==> config.mk <==
export PLATFORM = sky130hd
export DESIGN_NAME = tcam_filter_writer
export DESIGN_NICKNAME = d
export VERILOG_FILES = /design/src/rtl/tcam_filter_writer.sv
export SDC_FILE = /design/constraint.sdc
export NUM_CORES = 1
export LEC_CHECK = 0
export BUFFER_PORTS_ARGS = -buffer_cell sky130_fd_sc_hd__buf_2
export CELL_PAD_IN_SITES_DETAIL_PLACEMENT = 1
export CELL_PAD_IN_SITES_GLOBAL_PLACEMENT = 1
export CORE_UTILIZATION = 44
export DETAILED_ROUTE_END_ITERATION = 6
export HOLD_SLACK_MARGIN = 0.02
export PLACE_DENSITY_LB_ADDON = 0.1
export REMOVE_ABC_BUFFERS = 1
export SYNTH_ARGS = -nofsm -noshare
export SYNTH_HDL_FRONTEND = slang
export SYNTH_SLANG_ARGS = --single-unit
==> constraint.sdc <==
create_clock -name clk -period 3.4 [get_ports clk]
set_input_delay 0.34 -clock clk [delete_from_list [all_inputs] [get_ports clk]]
set_output_delay 0.34 -clock clk [all_outputs]
set_load 0.01 [all_outputs]
==> src/rtl/tcam_filter_writer.sv <==
// tcam_filter_writer: programming-side controller for the TCAM snoop filter.
// Accepts INSERT/REMOVE/FLUSH commands, maintains a shadow copy of every
// entry (valid, tag, sharers) and drives the TCAM single-entry write port so
// the array contents track the shadow copy.
//
// Ports:
//   clk, reset          clock (rising edge), asynchronous active-low reset
//   cmd_valid/cmd_ready command handshake (ready only in IDLE)
//   cmd_opcode          INSERT 7'b0000001, REMOVE 7'b0000111, FLUSH 7'b0011011
//   cmd_tag, cmd_nid    tag and one-hot node id of the command
//   wr_en, wr_idx, wr_valid, wr_value, wr_mask, wr_sharers  TCAM write port
//   resp_valid, resp_hit, resp_err                          completion pulse
//   occ, full           valid-entry count / all-valid flag (TCAM_WR_STATS_EN)
//
// Optional feature macro: TCAM_WR_STATS_EN adds the occ/full outputs.
module tcam_filter_writer #(
   parameter int unsigned WIDTH     = 33,
   parameter int unsigned ENTRIES   = 8,
   parameter int unsigned NID_COUNT = 4,
   parameter int unsigned IGN_LSB   = 0
) (
   input  logic                        clk,
   input  logic                        reset,
   input  logic                        cmd_valid,
   output logic                        cmd_ready,
   input  logic [6:0]                  cmd_opcode,
   input  logic [WIDTH-1:0]            cmd_tag,
   input  logic [6:0]                  cmd_nid,
   output logic                        wr_en,
   output logic [$clog2(ENTRIES)-1:0]  wr_idx,
   output logic                        wr_valid,
   output logic [WIDTH-1:0]            wr_value,
   output logic [WIDTH-1:0]            wr_mask,
   output logic [NID_COUNT-1:0]        wr_sharers,
   output logic                        resp_valid,
   output logic                        resp_hit,
   output logic                        resp_err
`ifdef TCAM_WR_STATS_EN
   ,
   output logic [$clog2(ENTRIES+1)-1:0] occ,
   output logic                         full
`endif
);

   localparam int unsigned IDX_W = $clog2(ENTRIES);
   localparam logic [6:0] OP_INSERT = 7'b0000001;
   localparam logic [6:0] OP_REMOVE = 7'b0000111;
   localparam logic [6:0] OP_FLUSH  = 7'b0011011;
   localparam logic [WIDTH-1:0] MASK = (WIDTH'(1) << IGN_LSB) - WIDTH'(1);
   localparam logic [7:0] NID_OK8 = (8'd1 << NID_COUNT) - 8'd1;
   localparam logic [6:0] NID_OK  = NID_OK8[6:0];
   localparam logic [IDX_W-1:0] LAST_IDX = IDX_W'(ENTRIES - 1);

   typedef enum logic [1:0] {
      S_IDLE,
      S_SEARCH,
      S_WRITE,
      S_FLUSH
   } state_t;

   state_t state_q, state_d;

   logic [6:0]       op_q;
   logic [WIDTH-1:0] tag_q;
   logic [6:0]       nid_q;
   logic [IDX_W-1:0] walk_q, walk_d;

   logic                 ent_valid_q [ENTRIES];
   logic [WIDTH-1:0]     ent_tag_q   [ENTRIES];
   logic [NID_COUNT-1:0] ent_sh_q    [ENTRIES];

   logic                 wr_en_d, wr_valid_d, resp_valid_d, resp_hit_d, resp_err_d;
   logic [IDX_W-1:0]     wr_idx_d;
   logic [WIDTH-1:0]     wr_value_d;
   logic [NID_COUNT-1:0] wr_sharers_d;

   logic                 hit, free;
   logic [IDX_W-1:0]     hit_idx, free_idx;
   logic                 cmd_err;
   logic [NID_COUNT-1:0] nid_bit, new_sh;
   logic [WIDTH-1:0]     tag_m;

`ifdef TCAM_WR_STATS_EN
   logic [$clog2(ENTRIES+1)-1:0] occ_d;
`endif

   assign wr_mask = MASK;
   assign tag_m   = tag_q & ~MASK;
   assign nid_bit = nid_q[NID_COUNT-1:0];

   // Command validity: known opcode, exactly one NID bit, within tracked nodes.
   always_comb begin
      cmd_err = 1'b0;
      if (!(op_q == OP_INSERT || op_q == OP_REMOVE || op_q == OP_FLUSH))
         cmd_err = 1'b1;
      if (nid_q == 7'd0 || (nid_q & (nid_q - 7'd1)) != 7'd0)
         cmd_err = 1'b1;
      if ((nid_q & ~NID_OK) != 7'd0)
         cmd_err = 1'b1;
   end

   // Parallel compare and free-slot search; descending loop leaves lowest index.
   always_comb begin
      hit      = 1'b0;
      hit_idx  = '0;
      free     = 1'b0;
      free_idx = '0;
      for (int i = ENTRIES - 1; i >= 0; i--) begin
         if (ent_valid_q[i] && ((ent_tag_q[i] ^ tag_q) & ~MASK) == '0) begin
            hit     = 1'b1;
            hit_idx = IDX_W'(i);
         end
         if (!ent_valid_q[i]) begin
            free     = 1'b1;
            free_idx = IDX_W'(i);
         end
      end
   end

   // Next-state, next-output and shadow-update decode.
   always_comb begin
      state_d      = state_q;
      walk_d       = walk_q;
      wr_en_d      = 1'b0;
      wr_idx_d     = wr_idx;
      wr_valid_d   = wr_valid;
      wr_value_d   = wr_value;
      wr_sharers_d = wr_sharers;
      resp_valid_d = 1'b0;
      resp_hit_d   = 1'b0;
      resp_err_d   = 1'b0;
      new_sh       = ent_sh_q[hit_idx];
`ifdef TCAM_WR_STATS_EN
      occ_d        = occ;
`endif
      case (state_q)
         S_IDLE: begin
            if (cmd_valid) state_d = S_SEARCH;
         end
         S_SEARCH: begin
            state_d = S_WRITE;
            if (cmd_err) begin
               resp_valid_d = 1'b1;
               resp_err_d   = 1'b1;
            end else if (op_q == OP_FLUSH) begin
               wr_en_d      = 1'b1;
               wr_idx_d     = '0;
               wr_valid_d   = 1'b0;
               wr_value_d   = '0;
               wr_sharers_d = '0;
               walk_d       = IDX_W'(1);
               state_d      = S_FLUSH;
            end else if (op_q == OP_INSERT) begin
               resp_valid_d = 1'b1;
               if (hit) begin
                  new_sh       = ent_sh_q[hit_idx] | nid_bit;
                  wr_en_d      = 1'b1;
                  wr_idx_d     = hit_idx;
                  wr_valid_d   = 1'b1;
                  wr_value_d   = tag_m;
                  wr_sharers_d = new_sh;
                  resp_hit_d   = 1'b1;
               end else if (free) begin
                  wr_en_d      = 1'b1;
                  wr_idx_d     = free_idx;
                  wr_valid_d   = 1'b1;
                  wr_value_d   = tag_m;
                  wr_sharers_d = nid_bit;
`ifdef TCAM_WR_STATS_EN
                  occ_d        = occ + 1'b1;
`endif
               end else begin
                  resp_err_d = 1'b1;
               end
            end else begin
               resp_valid_d = 1'b1;
               if (hit) begin
                  new_sh       = ent_sh_q[hit_idx] & ~nid_bit;
                  wr_en_d      = 1'b1;
                  wr_idx_d     = hit_idx;
                  wr_valid_d   = (new_sh != '0);
                  wr_value_d   = tag_m;
                  wr_sharers_d = new_sh;
                  resp_hit_d   = 1'b1;
`ifdef TCAM_WR_STATS_EN
                  if (new_sh == '0) occ_d = occ - 1'b1;
`endif
               end
            end
         end
         S_FLUSH: begin
            wr_en_d      = 1'b1;
            wr_idx_d     = walk_q;
            wr_valid_d   = 1'b0;
            wr_value_d   = '0;
            wr_sharers_d = '0;
            if (walk_q == LAST_IDX) begin
               resp_valid_d = 1'b1;
               state_d      = S_WRITE;
`ifdef TCAM_WR_STATS_EN
               occ_d        = '0;
`endif
            end else begin
               walk_d = walk_q + 1'b1;
            end
         end
         S_WRITE: begin
            state_d = S_IDLE;
         end
         default: state_d = S_IDLE;
      endcase
   end

   // State, command capture, registered outputs and shadow copy.
   always_ff @(posedge clk or negedge reset) begin
      if (!reset) begin
         state_q    <= S_IDLE;
         op_q       <= '0;
         tag_q      <= '0;
         nid_q      <= '0;
         walk_q     <= '0;
         cmd_ready  <= 1'b1;
         wr_en      <= 1'b0;
         wr_idx     <= '0;
         wr_valid   <= 1'b0;
         wr_value   <= '0;
         wr_sharers <= '0;
         resp_valid <= 1'b0;
         resp_hit   <= 1'b0;
         resp_err   <= 1'b0;
         for (int i = 0; i < ENTRIES; i++) begin
            ent_valid_q[i] <= 1'b0;
            ent_tag_q[i]   <= '0;
            ent_sh_q[i]    <= '0;
         end
`ifdef TCAM_WR_STATS_EN
         occ  <= '0;
         full <= 1'b0;
`endif
      end else begin
         state_q    <= state_d;
         walk_q     <= walk_d;
         cmd_ready  <= (state_d == S_IDLE);
         wr_en      <= wr_en_d;
         wr_idx     <= wr_idx_d;
         wr_valid   <= wr_valid_d;
         wr_value   <= wr_value_d;
         wr_sharers <= wr_sharers_d;
         resp_valid <= resp_valid_d;
         resp_hit   <= resp_hit_d;
         resp_err   <= resp_err_d;
         if (state_q == S_IDLE && cmd_valid) begin
            op_q  <= cmd_opcode;
            tag_q <= cmd_tag;
            nid_q <= cmd_nid;
         end
         // Shadow follows every array write at the same edge.
         if (wr_en_d) begin
            ent_valid_q[wr_idx_d] <= wr_valid_d;
            ent_tag_q[wr_idx_d]   <= wr_value_d;
            ent_sh_q[wr_idx_d]    <= wr_sharers_d;
         end
`ifdef TCAM_WR_STATS_EN
         occ  <= occ_d;
         full <= (occ_d == ($clog2(ENTRIES+1))'(ENTRIES));
`endif
      end
   end

endmodule

==> summary.txt <==
post-synthesis cell count: 1970
Slew @ Worst Pin: 1.01 ns
wl on met1: 39400 um
Synth Flop Type: dfrtp_1
crit path time final: 4.25 ns
Filler Cells Inserted: 4445
Overall Global Routing Usage: 40.9%
First DRT Iteration DRCs: 2043
clk_lat worst skew: 0.60 ns
unrepaired setup endpoints after global routing: yes
row cnt: 77
CP endpoint kind: flip-flop
CTS root buffer: clkbuf_16
Synth Area in Compound Gates: 11.8%
main combinational cell family by area after synthesis: simple AND/OR/NAND/NOR gates
Comb pwr share: 52.4%
WP data required: 3.91 ns
PD cells: 849 nW/um^2
wire length per cell: 33.4 um
xor and xnor area share after synthesis: 11.3%
startpoint type of the worst setup path: flip-flop
P_leak: 13.5 nW
Clk pin slew, worst setup/hold paths: 0.07 ns
Syn Std Cell Area: 19800 um^2
WS Path Type: flip-flop to flip-flop
full die area: 45800 um^2
I/O Buffers: 95
Worst slew margin: 31.9%
sw power: 11.1 mW
DR pass1 iterations: 5
Clock Path Buffers: 3
internal power: 14.6 mW
metal2 WL: 49600 um
antenna violations before repair: 3
vias in the first global route: 20200
Synth Register Bits: 402
Highest Signal Layer: met5
Ports: 129
Post-synth EDFFs: 0
Final Cycle Share: 125%
number of remaining DRC errors: 0
maximum vdd drop: 634 uV
NumNets Final: 2620
Synth cell types: 75
Placer Congestion: 0.975
Final HPWL DP: 60100 um
Fmax: 236 MHz
post-layout util: 68.2%
GRT Residual Overflow: 0
H-tree level count: 2
Die Wd: 214 um
fin worst setup slack: -0.846 ns
layout cells sized above 1: 44.3%
sequential power share: 27.6%
first-pass GRT wire length: 137000 um
YS warnings: 0
Sink Count: 402
failing checks: setup timing
Clk pwr share: 19.9%
FFs w/ async S/R, synth: 100%
Max-Cap Viols: 0
Met3 Wirelength: 9260 um
via count: 19900
Worst Hold Slack: 0.0460 ns
vias per cell: 6.22
Sw Share: 43.2%
Slew Limit Fails: 0
Total Wirelength: 107000 um
die height: 214 um
largest net degree at the start of global routing: 86
cts bufs inserted: 45
simple-gate share of the synthesized area: 15.1%
final-report setup violation count: 342
final hold vios: 0
Hold Path Class: input port to flip-flop
post-synthesis mux area share: 5.19%
DP Worst Slack: -0.838 ns
average size of a mapped cell: 10.0 um^2
adder-cell share of the synthesized area: 0.127%
TritonCTS clock tree: done
critical path arrival: 4.75 ns
Initial Utilization: 44.7%
outcome: complete, but fails checks
Routed Antenna Nets: 0
Clock Skews: 0.0292 ns
Worst Path Max Fanout: 8
sequential fraction of the synthesis area: 50.9%
Area Overhead vs Synth: 52.6%
core area: 44200 um^2
## metal layers
| metal | vias up | GRT usage (%) |
|---|---|---|
| met4 | 6 | 20.1 |
| met1 | 10300 | 52.1 |
| met3 | 448 | 7.59 |
| met2 | 1142 | 67.1 |
| li1 | 7976 | - |
| met5 | - | 0 |
## cells in the mapped netlist, drive strengths merged (4+ instances only)
cell | number | area [um^2]
a211oi | 6 | 45.0
a21o | 6 | 45.0
a21oi | 146 | 731
a22oi | 39 | 293
a2bb2oi | 4 | 35.0
a31oi | 8 | 65.1
buf | 110 | 729
clkbuf | 46 | 174
dfrtp | 401 | 10000
inv | 51 | 191
mux2 | 76 | 856
mux2i | 17 | 170
nand2 | 184 | 691
nand2b | 23 | 144
nand3 | 31 | 155
nand4 | 57 | 357
nand4b | 5 | 50.0
nor2 | 154 | 578
nor2b | 9 | 56.3
nor3 | 19 | 133
nor4 | 85 | 532
nor4b | 11 | 96.3
o21ai | 159 | 815
o22ai | 6 | 37.5
o311ai | 4 | 35.0
o31ai | 5 | 37.5
or2 | 6 | 37.5
or4 | 4 | 30.0
xnor2 | 111 | 972
xor2 | 143 | 1250
## final cells by class
cell class,instances,area (um^2),area share [%]
Antenna cell,1,2.50,0.00829
Tap cell,592,741,2.46
Timing Repair Buffer,671,6470,21.4
Clock inverter,7,91.3,0.303
Inverter,52,196,0.651
Sequential cell,402,10100,33.4
Clock buffer,72,1390,4.61
Multi-Input combinational cell,1396,11200,37.1
## final timing paths
kind	startpoint	to	slack (ns)	depth (start not counted)
max	tag_m[7]$_DFFE_PN0P_	ent_tag_q[206]$_DFFE_PN0P_	-0.85	20
min in group asynchronous	reset	wr_value[14]$_DFF_PN0_	0.39	2
max reg2reg	tag_m[7]$_DFFE_PN0P_	ent_tag_q[206]$_DFFE_PN0P_	-0.85	20
min	cmd_tag[19]	tag_m[19]$_DFFE_PN0P_	0.05	2
min reg2reg	ent_tag_q[84]$_DFFE_PN0P_	ent_tag_q[84]$_DFFE_PN0P_	0.50	2
max in group asynchronous	reset	ent_sh_q[11]$_DFFE_PN0P_	2.05	3
## power groups by stage
stage,Combinational [mW],Sequential [mW],Clock [mW]
4_1_cts,11.5,6.79,5.04
3_5_place_dp,10.3,6.74,0
3_3_place_gp,10.1,6.66,0
6_report,13.4,7.07,5.11
2_1_floorplan,3.75,6.98,0
5_1_grt,13.6,7.15,5.25
## flip-flops by register name (all words and copies together), names as in the netlist, 2 cells and up
signal / cells
ent_tag_q: 264
tag_m: 33
wr_value: 33
ent_sh_q: 32
ent_valid_q: 8
nid_q: 7
op_q: 7
wr_sharers: 4
walk_q: 3
wr_idx: 3
state_q: 2
## per-stage QoR
| step | cell area [um^2] | power [mW] | cells | setup TNS (ns) |
|---|---|---|---|---|
| 3_3_place_gp | 23600 | 16.8 | 2934 | -210.86 |
| 2_1_floorplan | 19000 | 10.7 | 1846 | -440.03 |
| 6_report | 30200 | 25.6 | 3193 | -192.18 |
| 4_1_cts | 28200 | 23.3 | 3147 | -102.90 |
| 3_5_place_dp | 23600 | 17.0 | 2934 | -215.46 |
| 5_1_grt | 30200 | 26.0 | 3192 | -185.90 |
## repair_timing
action,CTS,global route
endpoints found under the hold margin,120,0
resized for setup,312,307
setup endpoints to repair,341,342
setup buffers,66,35
pin swaps,90,76
hold buffers,43,0
cloned,29,16
## cell usage in the layout (no fill, tap or decap), types with 12 or more instances in the layout
cell / n
nor4_1: 50
a21oi_2: 55
o21ai_2: 23
o21ai_1: 46
nand2_4: 12
buf_16: 24
xnor2_2: 17
clkbuf_8: 12
buf_4: 401
conb_1: 33
dfrtp_1: 383
buf_2: 94
o21ai_0: 87
nor2_2: 17
nand2b_1: 21
a21oi_1: 84
dfrtp_2: 18
mux2_2: 58
nand4_1: 57
nor4_2: 30
nand3_1: 24
xor2_1: 92
inv_1: 50
nor2_4: 42
nand2_1: 165
dlygate4sd3_1: 43
a22oi_1: 33
xor2_4: 13
clkbuf_16: 61
mux2_4: 18
xnor2_1: 90
xor2_2: 38
clkbuf_1: 13
buf_12: 46
nor2_1: 95
buf_6: 38
## worst max-delay path, stage by stage (launching register included)
cell     delay (ns)
dfrtp_2        0.45
buf_6          0.15
xor2_1         0.24
nor4_1         0.52
nand3_2        0.23
nor4_2         0.28
buf_4          0.18
a41o_1         0.14
a22o_1         0.21
buf_12         0.14
o21a_4         0.15
buf_6          0.11
o21ai_4        0.07
buf_12         0.14
buf_6          0.11
nor3_4         0.23
buf_12         0.18
buf_16         0.18
buf_12         0.18
nor2_2         0.06
a21oi_1        0.18
## cells by family after synthesis
family,after synthesis
other,1
and+or+nand+nor,604
muxes,93
xor gates and xnor gates,254
adders and majority gates,2
AOI/OAI and AO/OA,406
buffers and inverters,208
DFF,402
Power figures use the tool's default switching activity.
